[src/rtl/snn_pkg.sv]
// Shared definitions for the spiking front end: encoder state type,
// LFSR constants and the LFSR helper functions.
package snn_pkg;

    typedef enum logic [1:0] {
        LOAD  = 2'd0,
        READY = 2'd1,
        RUN   = 2'd2
    } enc_state_t;

    localparam logic [15:0] LFSR_TAPS   = 16'hB400;
    localparam logic [15:0] SEED_STRIDE = 16'h01F3;

    // One step of a 16-bit right-shifting Galois LFSR.
    function automatic logic [15:0] lfsr16_next(input logic [15:0] q);
        logic [15:0] shifted;
        shifted = q >> 1;
        return q[0] ? (shifted ^ LFSR_TAPS) : shifted;
    endfunction

    // Per-input seed: base plus a fixed stride per lane; an all-zero seed
    // would lock the LFSR, so it is replaced with 1.
    function automatic logic [15:0] lfsr16_seed(input logic [15:0] base,
                                                input int unsigned lane);
        logic [15:0] s;
        s = base + (16'(lane) * SEED_STRIDE);
        return (s == 16'h0000) ? 16'h0001 : s;
    endfunction

endpackage

[src/rtl/spike_rate_encoder_lfsr16.sv]
// 16-bit Galois LFSR with synchronous seed reload and step enable.
// Reset also returns the register to its seed.
module lfsr16
    import snn_pkg::*;
(
    input  logic        clk,
    input  logic        rst,
    input  logic        load,
    input  logic [15:0] seed,
    input  logic        en,
    output logic [15:0] q
);

    // Seed on reset or reload, otherwise advance one step when enabled.
    always_ff @(posedge clk or posedge rst) begin
        if (rst) begin
            q <= seed;
        end else if (load) begin
            q <= seed;
        end else if (en) begin
            q <= lfsr16_next(q);
        end
    end

endmodule

[src/rtl/spike_rate_encoder.sv]
// Rate encoder: pixels are written over a valid/ready stream, then a start
// pulse produces NUM_STEPS spike vectors, each bit being an LFSR-vs-pixel
// compare. Feeds the spike_in bus of the first integrate-and-fire layer.
module spike_rate_encoder
    import snn_pkg::*;
#(
    parameter int          NUM_INPUTS  = 4,
    parameter int          PIXEL_WIDTH = 8,
    parameter int          NUM_STEPS   = 100,
    parameter logic [15:0] LFSR_SEED   = 16'hACE1
) (
    input  logic                   clk,
    input  logic                   rst,
    input  logic                   pixel_valid,
    input  logic [PIXEL_WIDTH-1:0] pixel_data,
    output logic                   pixel_ready,
    input  logic                   start,
    output logic                   busy,
    output logic                   done,
    output logic                   spike_valid,
    output logic [NUM_INPUTS-1:0]  spike_out
);

    localparam int IDX_W  = (NUM_INPUTS > 1) ? $clog2(NUM_INPUTS) : 1;
    localparam int STEP_W = $clog2(NUM_STEPS + 1);

    localparam logic [IDX_W-1:0]  IDX_LAST  = IDX_W'(NUM_INPUTS - 1);
    localparam logic [STEP_W-1:0] STEP_LAST = STEP_W'(NUM_STEPS - 1);

    enc_state_t             state;
    enc_state_t             state_next;
    logic [IDX_W-1:0]       idx;
    logic [IDX_W-1:0]       idx_next;
    logic [STEP_W-1:0]      step;
    logic [PIXEL_WIDTH-1:0] pixel [NUM_INPUTS];
    logic [15:0]            lfsr_q [NUM_INPUTS];

    logic                   write_acc;
    logic [IDX_W-1:0]       write_addr;
    logic                   start_acc;
    logic                   run_step;
    logic                   run_last;
    logic [NUM_INPUTS-1:0]  spike_cmp;

    // State register.
    always_ff @(posedge clk or posedge rst) begin
        if (rst) begin
            state <= LOAD;
        end else begin
            state <= state_next;
        end
    end

    // Next-state logic and per-cycle control strobes.
    // A write arriving in READY takes priority over start.
    always_comb begin
        state_next = state;
        idx_next   = idx;
        write_acc  = 1'b0;
        write_addr = idx;
        start_acc  = 1'b0;
        run_step   = 1'b0;
        run_last   = 1'b0;
        unique case (state)
            LOAD: begin
                if (pixel_valid) begin
                    write_acc  = 1'b1;
                    write_addr = idx;
                    if (idx == IDX_LAST) begin
                        idx_next   = '0;
                        state_next = READY;
                    end else begin
                        idx_next = idx + IDX_W'(1);
                    end
                end
            end
            READY: begin
                if (pixel_valid) begin
                    write_acc  = 1'b1;
                    write_addr = '0;
                    if (NUM_INPUTS == 1) begin
                        idx_next = '0;
                    end else begin
                        idx_next   = IDX_W'(1);
                        state_next = LOAD;
                    end
                end else if (start) begin
                    start_acc  = 1'b1;
                    state_next = RUN;
                end
            end
            RUN: begin
                run_step = 1'b1;
                if (step == STEP_LAST) begin
                    run_last   = 1'b1;
                    state_next = READY;
                end
            end
            default: begin
                state_next = LOAD;
            end
        endcase
    end

    // Pixel register file, written one entry per accepted beat.
    always_ff @(posedge clk or posedge rst) begin
        if (rst) begin
            for (int i = 0; i < NUM_INPUTS; i++) begin
                pixel[i] <= '0;
            end
        end else if (write_acc) begin
            for (int i = 0; i < NUM_INPUTS; i++) begin
                if (write_addr == IDX_W'(i)) begin
                    pixel[i] <= pixel_data;
                end
            end
        end
    end

    // One LFSR per lane; all reseed on an accepted start so runs repeat.
    for (genvar g = 0; g < NUM_INPUTS; g++) begin : g_lfsr
        localparam logic [15:0] LANE_SEED = lfsr16_seed(LFSR_SEED, g);

        lfsr16 u_lfsr (
            .clk  (clk),
            .rst  (rst),
            .load (start_acc),
            .seed (LANE_SEED),
            .en   (run_step),
            .q    (lfsr_q[g])
        );
    end

    // Spike decision: top PIXEL_WIDTH bits of the LFSR against the intensity.
    always_comb begin
        spike_cmp = '0;
        for (int i = 0; i < NUM_INPUTS; i++) begin
            spike_cmp[i] = (lfsr_q[i][15 -: PIXEL_WIDTH] < pixel[i]);
        end
    end

    // Load index and step counter; step restarts from zero on each start.
    always_ff @(posedge clk or posedge rst) begin
        if (rst) begin
            idx  <= '0;
            step <= '0;
        end else begin
            idx <= idx_next;
            if (start_acc) begin
                step <= '0;
            end else if (run_step) begin
                step <= step + STEP_W'(1);
            end
        end
    end

    // Registered outputs; status flags follow the state being entered.
    always_ff @(posedge clk or posedge rst) begin
        if (rst) begin
            pixel_ready <= 1'b1;
            busy        <= 1'b0;
            done        <= 1'b0;
            spike_valid <= 1'b0;
            spike_out   <= '0;
        end else begin
            pixel_ready <= (state_next != RUN);
            busy        <= (state_next == RUN);
            done        <= run_last;
            spike_valid <= run_step;
            spike_out   <= run_step ? spike_cmp : '0;
        end
    end

endmodule

[config.mk]
export PLATFORM = sky130hd
export DESIGN_NAME = spike_rate_encoder
export DESIGN_NICKNAME = d
export VERILOG_FILES = /design/src/rtl/snn_pkg.sv /design/src/rtl/spike_rate_encoder_lfsr16.sv /design/src/rtl/spike_rate_encoder.sv
export SDC_FILE = /design/constraint.sdc
export NUM_CORES = 1
export LEC_CHECK = 0
export ABC_AREA = 1
export CAP_MARGIN = 40
export CORE_ASPECT_RATIO = 0.8
export CORE_MARGIN = 8
export CORE_UTILIZATION = 54
export DETAILED_ROUTE_END_ITERATION = 10
export GPL_ROUTABILITY_DRIVEN = 0
export PLACE_DENSITY = 0.81
export SETUP_SLACK_MARGIN = 0.2
export SLEW_MARGIN = 20
export SYNTH_ARGS = -nofsm -noshare
export SYNTH_HDL_FRONTEND = slang
export SYNTH_SLANG_ARGS = --single-unit
[constraint.sdc]
create_clock -name clk -period 5.2 [get_ports clk]
set_clock_uncertainty 0.1 [all_clocks]
set_input_delay 1.04 -clock clk [delete_from_list [all_inputs] [get_ports clk]]
set_output_delay 1.04 -clock clk [all_outputs]
set_load 0.05 [all_outputs]
---- Yosys cells after proc, flatten, opt, wreduce, memory -nomap -nowiden ----
Cells that the tools add are included.
operators by class
  add/sub/neg operators ................... 2
  eq/ne operators ......................... 11
  $lt $le $gt $ge ......................... 4
  muxes and demuxes ....................... 35
  bitwise operators ....................... 4
  reduce and logical (&&, ||, !) cells .... 10
operators by type and width
  kind                                                                    count
  16-bit 2-to-1 mux                                                       12
  8-bit less-than comparator                                              4
  2-bit 2-to-1 mux                                                        10
  3-bit NOT with 4-bit output                                             4
  7-bit 2-to-1 mux                                                        2
  2-bit equality test (second input constant)                             5
  1-bit 2-to-1 mux                                                        8
  2-bit AND reduction                                                     4
  7-bit by 1-bit adder with 7-bit output (second input constant)          1
  7-bit equality test (second input constant)                             1
  2-bit != test (second input constant)                                   3
  2-bit case mux with 3 select lines                                      1
  2-bit by 1-bit equality test with 1-bit output (second input constant)  2
  2-bit logical NOT                                                       2
  4-bit 2-to-1 mux                                                        1
  2-bit case mux with 2 select lines                                      1
  2-bit nonzero test                                                      2
  3-bit AND reduction                                                     1
  2-bit by 1-bit adder with 2-bit output (second input constant)          1
  2-bit OR reduction                                                      1
word-level totals
  output and inout bits ................... 8
  flip-flop bits (word level) ............. 115
  bits of input ports ..................... 12

---- Depth between registers and ports, before layout ----
Gate-level depths: netlist (run 1).
  depth in word-level cells ............... 5
  gate-level depth with buffers ........... 8

---- Worst setup path after synthesis (run 1) ----
No wires, ideal clock.
  path type ............................... input -> register
  start ................................... in pixel_valid
  end ..................................... reg g_lfsr[1].u_lfsr.q[1]
  setup time .............................. 0.133 ns
  data arrival time ....................... 1.775 ns
  cell stages on the path ................. 5
  setup slack ............................. 3.192 ns
  path buffers ............................ 1
  path through ............................ inv_1 -> nand4_2 -> nand2_2 -> buf_2 -> o22ai_1
between the ends
  longest elaborated chain between the ends .. 3
ends and longest elaborated chain
  what                                                     line                             text
  start, declared                                          spike_rate_encoder.sv:14         input logic pixel_valid,
  1-bit 2-to-1 mux *                                       spike_rate_encoder.sv:78         if (pixel_valid) begin
  1-bit 2-to-1 mux *                                       spike_rate_encoder.sv:64         unique case (state)
  16-bit 2-to-1 mux or 2-bit nonzero test (tied branches)  n/a
  end signal, assigned                                     spike_rate_encoder_lfsr16.sv:21  q <= lfsr16_next(q);
  end, declared                                            spike_rate_encoder_lfsr16.sv:11  output logic [15:0] q
Mark *: on every way between the ends. The rest lies on a longest branch, timed or not.
A chain may end at the register's enable or synchronous reset.

---- Worst setup path in the final report (run 1) ----
  start ................................... reg pixel_ready
  end ..................................... out pixel_ready
RTL lines
  what                    line                       text
  start, declared         spike_rate_encoder.sv:16   output logic pixel_ready,
  start signal, assigned  spike_rate_encoder.sv:166  pixel_ready <= (state_next != RUN);
No word-level cell between the ends.

==> out/qor.txt, run 1 <==
status = completed
syn_nets = 632
CTS Buffer Depth = 2
crit path DAT = 1.72 ns
FMAX = 349 MHz
Power Total = 4.32 mW
CP bufs+invs = 1
CP endpoint kind = output port
Max Cap Viol = 0
first-pass GRT wire length = 20.3 mm
Die X = 128 microns
max-slew violation count = 0
setup TNS = 0 ns
Synth area leaders = dfrtp_1, dfstp_2, nand2_1
worst slew pin tran = 0.778 ns
area grow syn2layout = 16.3%
cts-stage hold buffer count = 0
CTS sink cnt = 115
clk_lat worst skew = 0.41 ns
EDFF count, synth = 0
Nets = 653
Num CTS Buffers = 17
Inst Count DP = 727
biggest area consumer among synthesized cells = dfrtp_1
DRC Markers = 0
worst reg2reg path startpoint = state[0]
Rows = 32
clock-pin transition on the worst setup and hold timing paths = 0.05 ns
# fillers = 743
Die Footprint = 13500 sq um
sink of the worst hold path = pixel[9]
Tmin final = 2.86 ns
Storage cell area = 2920 sq um
gr ovfl total = 0
register area share after synthesis = 53.8%
Power Density = 685 nW/um^2
Final Hold Viols = 0
number of DRC markers in iteration 0 = 322
Netlist cell types = 32
CTS tree = built
Post-CTS Setup Repair Bufs = 0
LEAKAGE = 3.08 nW
Initial Util = 55.8%
slowest CP cell = clkdlybuf4s50_1
critical path class = reg -> out
Hold Startpoint = pixel[9]
kind of cell adding the most delay to the critical path = buffers and inverters
vias per cell = 5.39
final std cells w/o fill = 760
PostCTS Resize Cnt = 0
Critical Path Max Stage Delay = 0.80 ns
CORE AREA = 9730 sq um
multi-input logic area = 1970 sq um
Root Driver = clkbuf_16
Worst Path Required = 4.06 ns
synthesized area per cell = 9.20 sq um
cells on worst reg2reg path = 6
CP startpoint kind = flip-flop
Critical Path, Cell by Cell = clkdlybuf4s50_1
RSZ-0062 raised after global routing = no
Routed WL = 11.8 mm
I/O Buffers = 19
Avg WL per Cell = 15.5 microns
Total GRT Usage = 19.1%
met1 Use GR = 23.9%
Hold Crit Class = reg -> reg
vias in the first global route = 4264
Yosys reg bits = 115
critical path fanouts, max = 1
hpwl dp = 7.59 mm
Syn. warnings = 0
GR Util met2 = 29.7%
Top Usage Layer GRT = met2
Rel. slew slack = 48.0%
Gate Count Post-Synth = 590
Main synth FF type = dfrtp_1
Peak VDD IR = 0.444 mV
slack of the worst reg-to-reg path = 2.77 ns
DR vias = 4098
met3 usage = 7.15%
reg2reg end = g_lfsr[2].u_lfsr.q[1]
Synth top area share = 36.9%
1st-pass router iterations = 6
largest net degree at the start of global routing = 67
initial antenna violation count = 0
htree depth = 4
n_diodes = 0
final setup violation count = 0
Ports = 20
ys async rst share = 100%
mapped cell area = 5430 sq um
Hold Path Depth = 2
fin crit share = 55.1%
layout cell share with drive strength beyond 1 = 15.7%
die height = 106 microns
Routed Antenna Nets = 0
## power by group
part	total, mW	switching [mW]	internal [mW]
registers	1.63	0.254	1.38
logic	1.51	0.969	0.541
clock network	1.18	0.396	0.784
total	4.32	1.62	2.70
## layout make-up
class | count | share of cell area (%)
tap | 136 | 2.70
multi-input combinational | 345 | 31.2
sequential | 115 | 46.3
clock buffer | 21 | 7.45
timing repair buffer | 22 | 3.69
inverter | 110 | 6.58
clock inverter | 11 | 2.10
## cells in the final DEF, fill, tap and decap left out, types with 2 or more instances in the layout
| cell type | instances |
|---|---|
| o21ai_2 | 6 |
| clkbuf_16 | 17 |
| dfrtp_1 | 80 |
| nor2_1 | 19 |
| buf_4 | 2 |
| o22ai_1 | 18 |
| nand3_1 | 8 |
| nand2_1 | 115 |
| o211ai_1 | 6 |
| nor3_1 | 3 |
| nand2_2 | 4 |
| clkdlybuf4s50_1 | 19 |
| a22oi_2 | 5 |
| clkinv_2 | 7 |
| o21ai_0 | 55 |
| bufinv_16 | 3 |
| ha_1 | 30 |
| o21ai_1 | 15 |
| a21oi_1 | 44 |
| dfstp_2 | 35 |
| clkbuf_8 | 3 |
| nor2_4 | 2 |
| nand4_1 | 5 |
| nand4_2 | 3 |
| inv_2 | 4 |
| inv_1 | 105 |
## synthesized netlist by cell type, types with 2 or more instances
cell,number
dfstp_2,35
nand2_1,115
inv_1,106
o21ai_1,15
a21oi_1,44
dfrtp_1,80
o22ai_1,18
nor2_4,2
a22oi_2,5
buf_4,4
nand2_2,4
ha_1,30
clkbuf_1,4
nor2_1,19
o21ai_2,6
nand4_2,3
buf_6,3
o211ai_1,6
nor3_1,3
inv_2,4
buf_2,7
nand4_1,5
clkbuf_2,2
o21ai_0,55
nand3_1,8
## cells by family (layout without fill, tap and decap cells)
logic type                 Yosys count  in the layout  share of synthesized area, %
and+or+nand+nor                    162            162                          13.1
buffers and inverters              130            164                          9.89
AOI/OAI and AO/OA                  152            152                          16.1
adders and majority gates           30             30                          6.91
DFF                                115            115                          53.8
xor gates and xnor gates             1              1                         0.161
## registers in the layout, summed over array words and instances (netlist names)
| signal | flops |
|---|---|
| g_lfsr.u_lfsr.q | 64 |
| pixel | 32 |
| step | 7 |
| spike_out | 4 |
| idx | 2 |
| state | 2 |
| busy | 1 |
| done | 1 |
| pixel_ready | 1 |
| spike_valid | 1 |
## stage by stage
step / util (%) / hold slack [ns] / area, sq um / setup WS [ns]
2_1_floorplan: - / 0.353 / 5430 / 1.07
4_1_cts: 64.6 / 0.385 / 6290 / 2.32
6_report: 64.9 / 0.382 / 6310 / 2.34
5_1_grt: 64.9 / 0.406 / 6310 / 2.19
3_5_place_dp: 58.4 / 0.372 / 5680 / 1.98
3_3_place_gp: 58.4 / 0.368 / 5680 / 2.07
## metal layers
| layer | up-vias | wire (microns) |
|---|---|---|
| met2 | 115 | 5690 |
| met3 | 23 | 684 |
| met4 | 0 | 218 |
| li1 | 1951 | - |
| met5 | - | 0 |
| met1 | 2009 | 5210 |
## how the worst max path moves through the flow
stage                            from           to  slack (ns)  cells after the start
after floorplan                   rst         busy        1.07                      1
after global placement    pixel_valid     state[1]        2.07                      6
after detailed placement  pixel_valid         busy        1.98                      6
after CTS                 pixel_ready  pixel_ready        2.32                      1
after global routing      pixel_valid     state[1]        2.19                      6
final                     pixel_ready  pixel_ready        2.34                      1
Note: power is estimated with default switching activity, not from simulation.
==> inputs of run 2 (changes only) <==
- PLACE_DENSITY: 0.81 -> 0.84
- clock period: 5.2 -> 2.51 ns (I/O delays scaled with it)
==> out/qor.txt, run 2 (same netlist as run 1, synthesis figures left out) <==
Max Cap Viol = 0
clock-pin transition on the worst setup and hold timing paths = 0.05 ns
hpwl dp = 7.90 mm
CORE AREA = 9730 sq um
clk_lat worst skew = 0.41 ns
Num CTS Buffers = 17
slowest CP cell = clkdlybuf4s50_1
Peak VDD IR = 0.887 mV
worst reg2reg path startpoint = state[0]
max reg flops = 64
CTS sink cnt = 115
cells on worst reg2reg path = 6
gr ovfl total = 0
LEAKAGE = 3.07 nW
n_diodes = 0
status = completed
I/O Buffers = 19
Util after Layout = 64.9%
Critical Path Max Stage Delay = 0.81 ns
Die Footprint = 13500 sq um
Rows = 32
Routed WL = 11.9 mm
kind of cell adding the most delay to the critical path = buffers and inverters
first-pass GRT wire length = 20.0 mm
Hold Crit Class = reg -> reg
slack of the worst reg-to-reg path = 0.77 ns
Tmin final = 2.15 ns
vias in the first global route = 4233
area grow syn2layout = 16.2%
DR vias = 4126
max-slew violation count = 0
Root Driver = clkbuf_16
Total GRT Usage = 19.0%
Hold Slack = 0.380 ns
Power Density = 1410 nW/um^2
setup TNS = 0 ns
CP endpoint kind = output port
CP bufs+invs = 1
# fillers = 751
crit path DAT = 1.54 ns
Die X = 128 microns
sink of the worst hold path = pixel[27]
DRC Markers = 0
number of DRC markers in iteration 0 = 300
die height = 106 microns
Power Total = 8.88 mW
largest registers = g_lfsr.u_lfsr.q: 64 flops, pixel: 32 flops, step: 7 flops
reg2reg end = step[3]
Rel. slew slack = 59.6%
commonest non-fill, non-tap cell in the layout = nand2_1
Final WS setup = 0.364 ns
commonest non-fill, non-tap cells in the layout = nand2_1, inv_1, dfrtp_1
final setup violation count = 0
critical path class = reg -> out
layout cell share with drive strength beyond 1 = 15.5%
Setup WS pre-CTS = 0.295 ns
Initial Util = 55.8%
Hold Path Depth = 2
RSZ-0062 raised after global routing = no
fin crit share = 85.5%
Final Hold Viols = 0
vias per cell = 5.41
FMAX = 466 MHz
CTS tree = built
Ports = 20
Routed Antenna Nets = 0
worst slew pin tran = 0.606 ns
PostCTS Resize Cnt = 1
largest net degree at the start of global routing = 116
cts-stage hold buffer count = 0
Avg WL per Cell = 15.6 microns
initial antenna violation count = 0
Nets = 656
1st-pass router iterations = 5
Critical Path, Cell by Cell = clkdlybuf4s50_1
most flop-heavy register = g_lfsr.u_lfsr.q
CP startpoint kind = flip-flop
critical path fanouts, max = 1
Worst Path Required = 1.91 ns
Hold Startpoint = pixel[27]
htree depth = 4
CTS Buffer Depth = 2
Post-CTS Setup Repair Bufs = 0
[run 2: changes by cell type in the layout (fill, tap and decap cells not counted), sizes merged]
cell,before,now
buf,3,6
bufinv,3,1
clkbuf,21,28
clkdlybuf4s50,19,18
clkinv,7,3
dlygate4sd2,0,1
inv,110,109
[run 2: stage by stage]
stage	std cells	area [sq um]
floorplan	590	5430
global placement	731	5740
detailed placement	731	5740
CTS	763	6310
global route	763	6310
finish	763	6310
[run 2: worst max-delay path by stage]
stage | from | endpoint | slack (ns) | depth (start not counted)
floorplan | rst | busy | 0.54 | 1
global placement | pixel_valid | g_lfsr[2].u_lfsr.q[15] | 0.40 | 7
detailed placement | pixel_valid | g_lfsr[0].u_lfsr.q[11] | 0.30 | 7
CTS | spike_out[1] | spike_out[1] | 0.34 | 1
global route | busy | busy | 0.32 | 1
finish | spike_out[1] | spike_out[1] | 0.36 | 1
[run 2: final cells by class]
cell class	instances	area, sq um	share of cell area, %
Clock inverter	4	45.0	0.714
Sequential cell	115	2920	46.3
Inverter	110	417	6.60
Tap cell	136	170	2.70
Multi-Input combinational cell	345	1970	31.2
Timing Repair Buffer	25	259	4.10
Clock buffer	28	527	8.35
[run 2: power by group]
group	switching [mW]	total (mW)	leakage [nW]	internal (mW)
logic	2.03	3.19	1.39	1.17
clock network	0.788	2.30	0.284	1.51
registers	0.534	3.39	1.39	2.85
total	3.35	8.88	3.07	5.53
[run 2: tightest hold or removal path, delay by kind of cell (launching register included)]
kind	cells	cell delay, ns
AOI/OAI and AO/OA	1	0.05
DFF	1	0.34
and+or+nand+nor	1	0.06
[run 2: per-layer routing]
layer	global-route usage, %	up-vias	part of all wire [%]
li1	-	1962	-
met1	22.6	2011	42
met2	31.1	123	49
met3	5.64	30	6.0
met4	9.57	0	2.8
met5	0	-	0
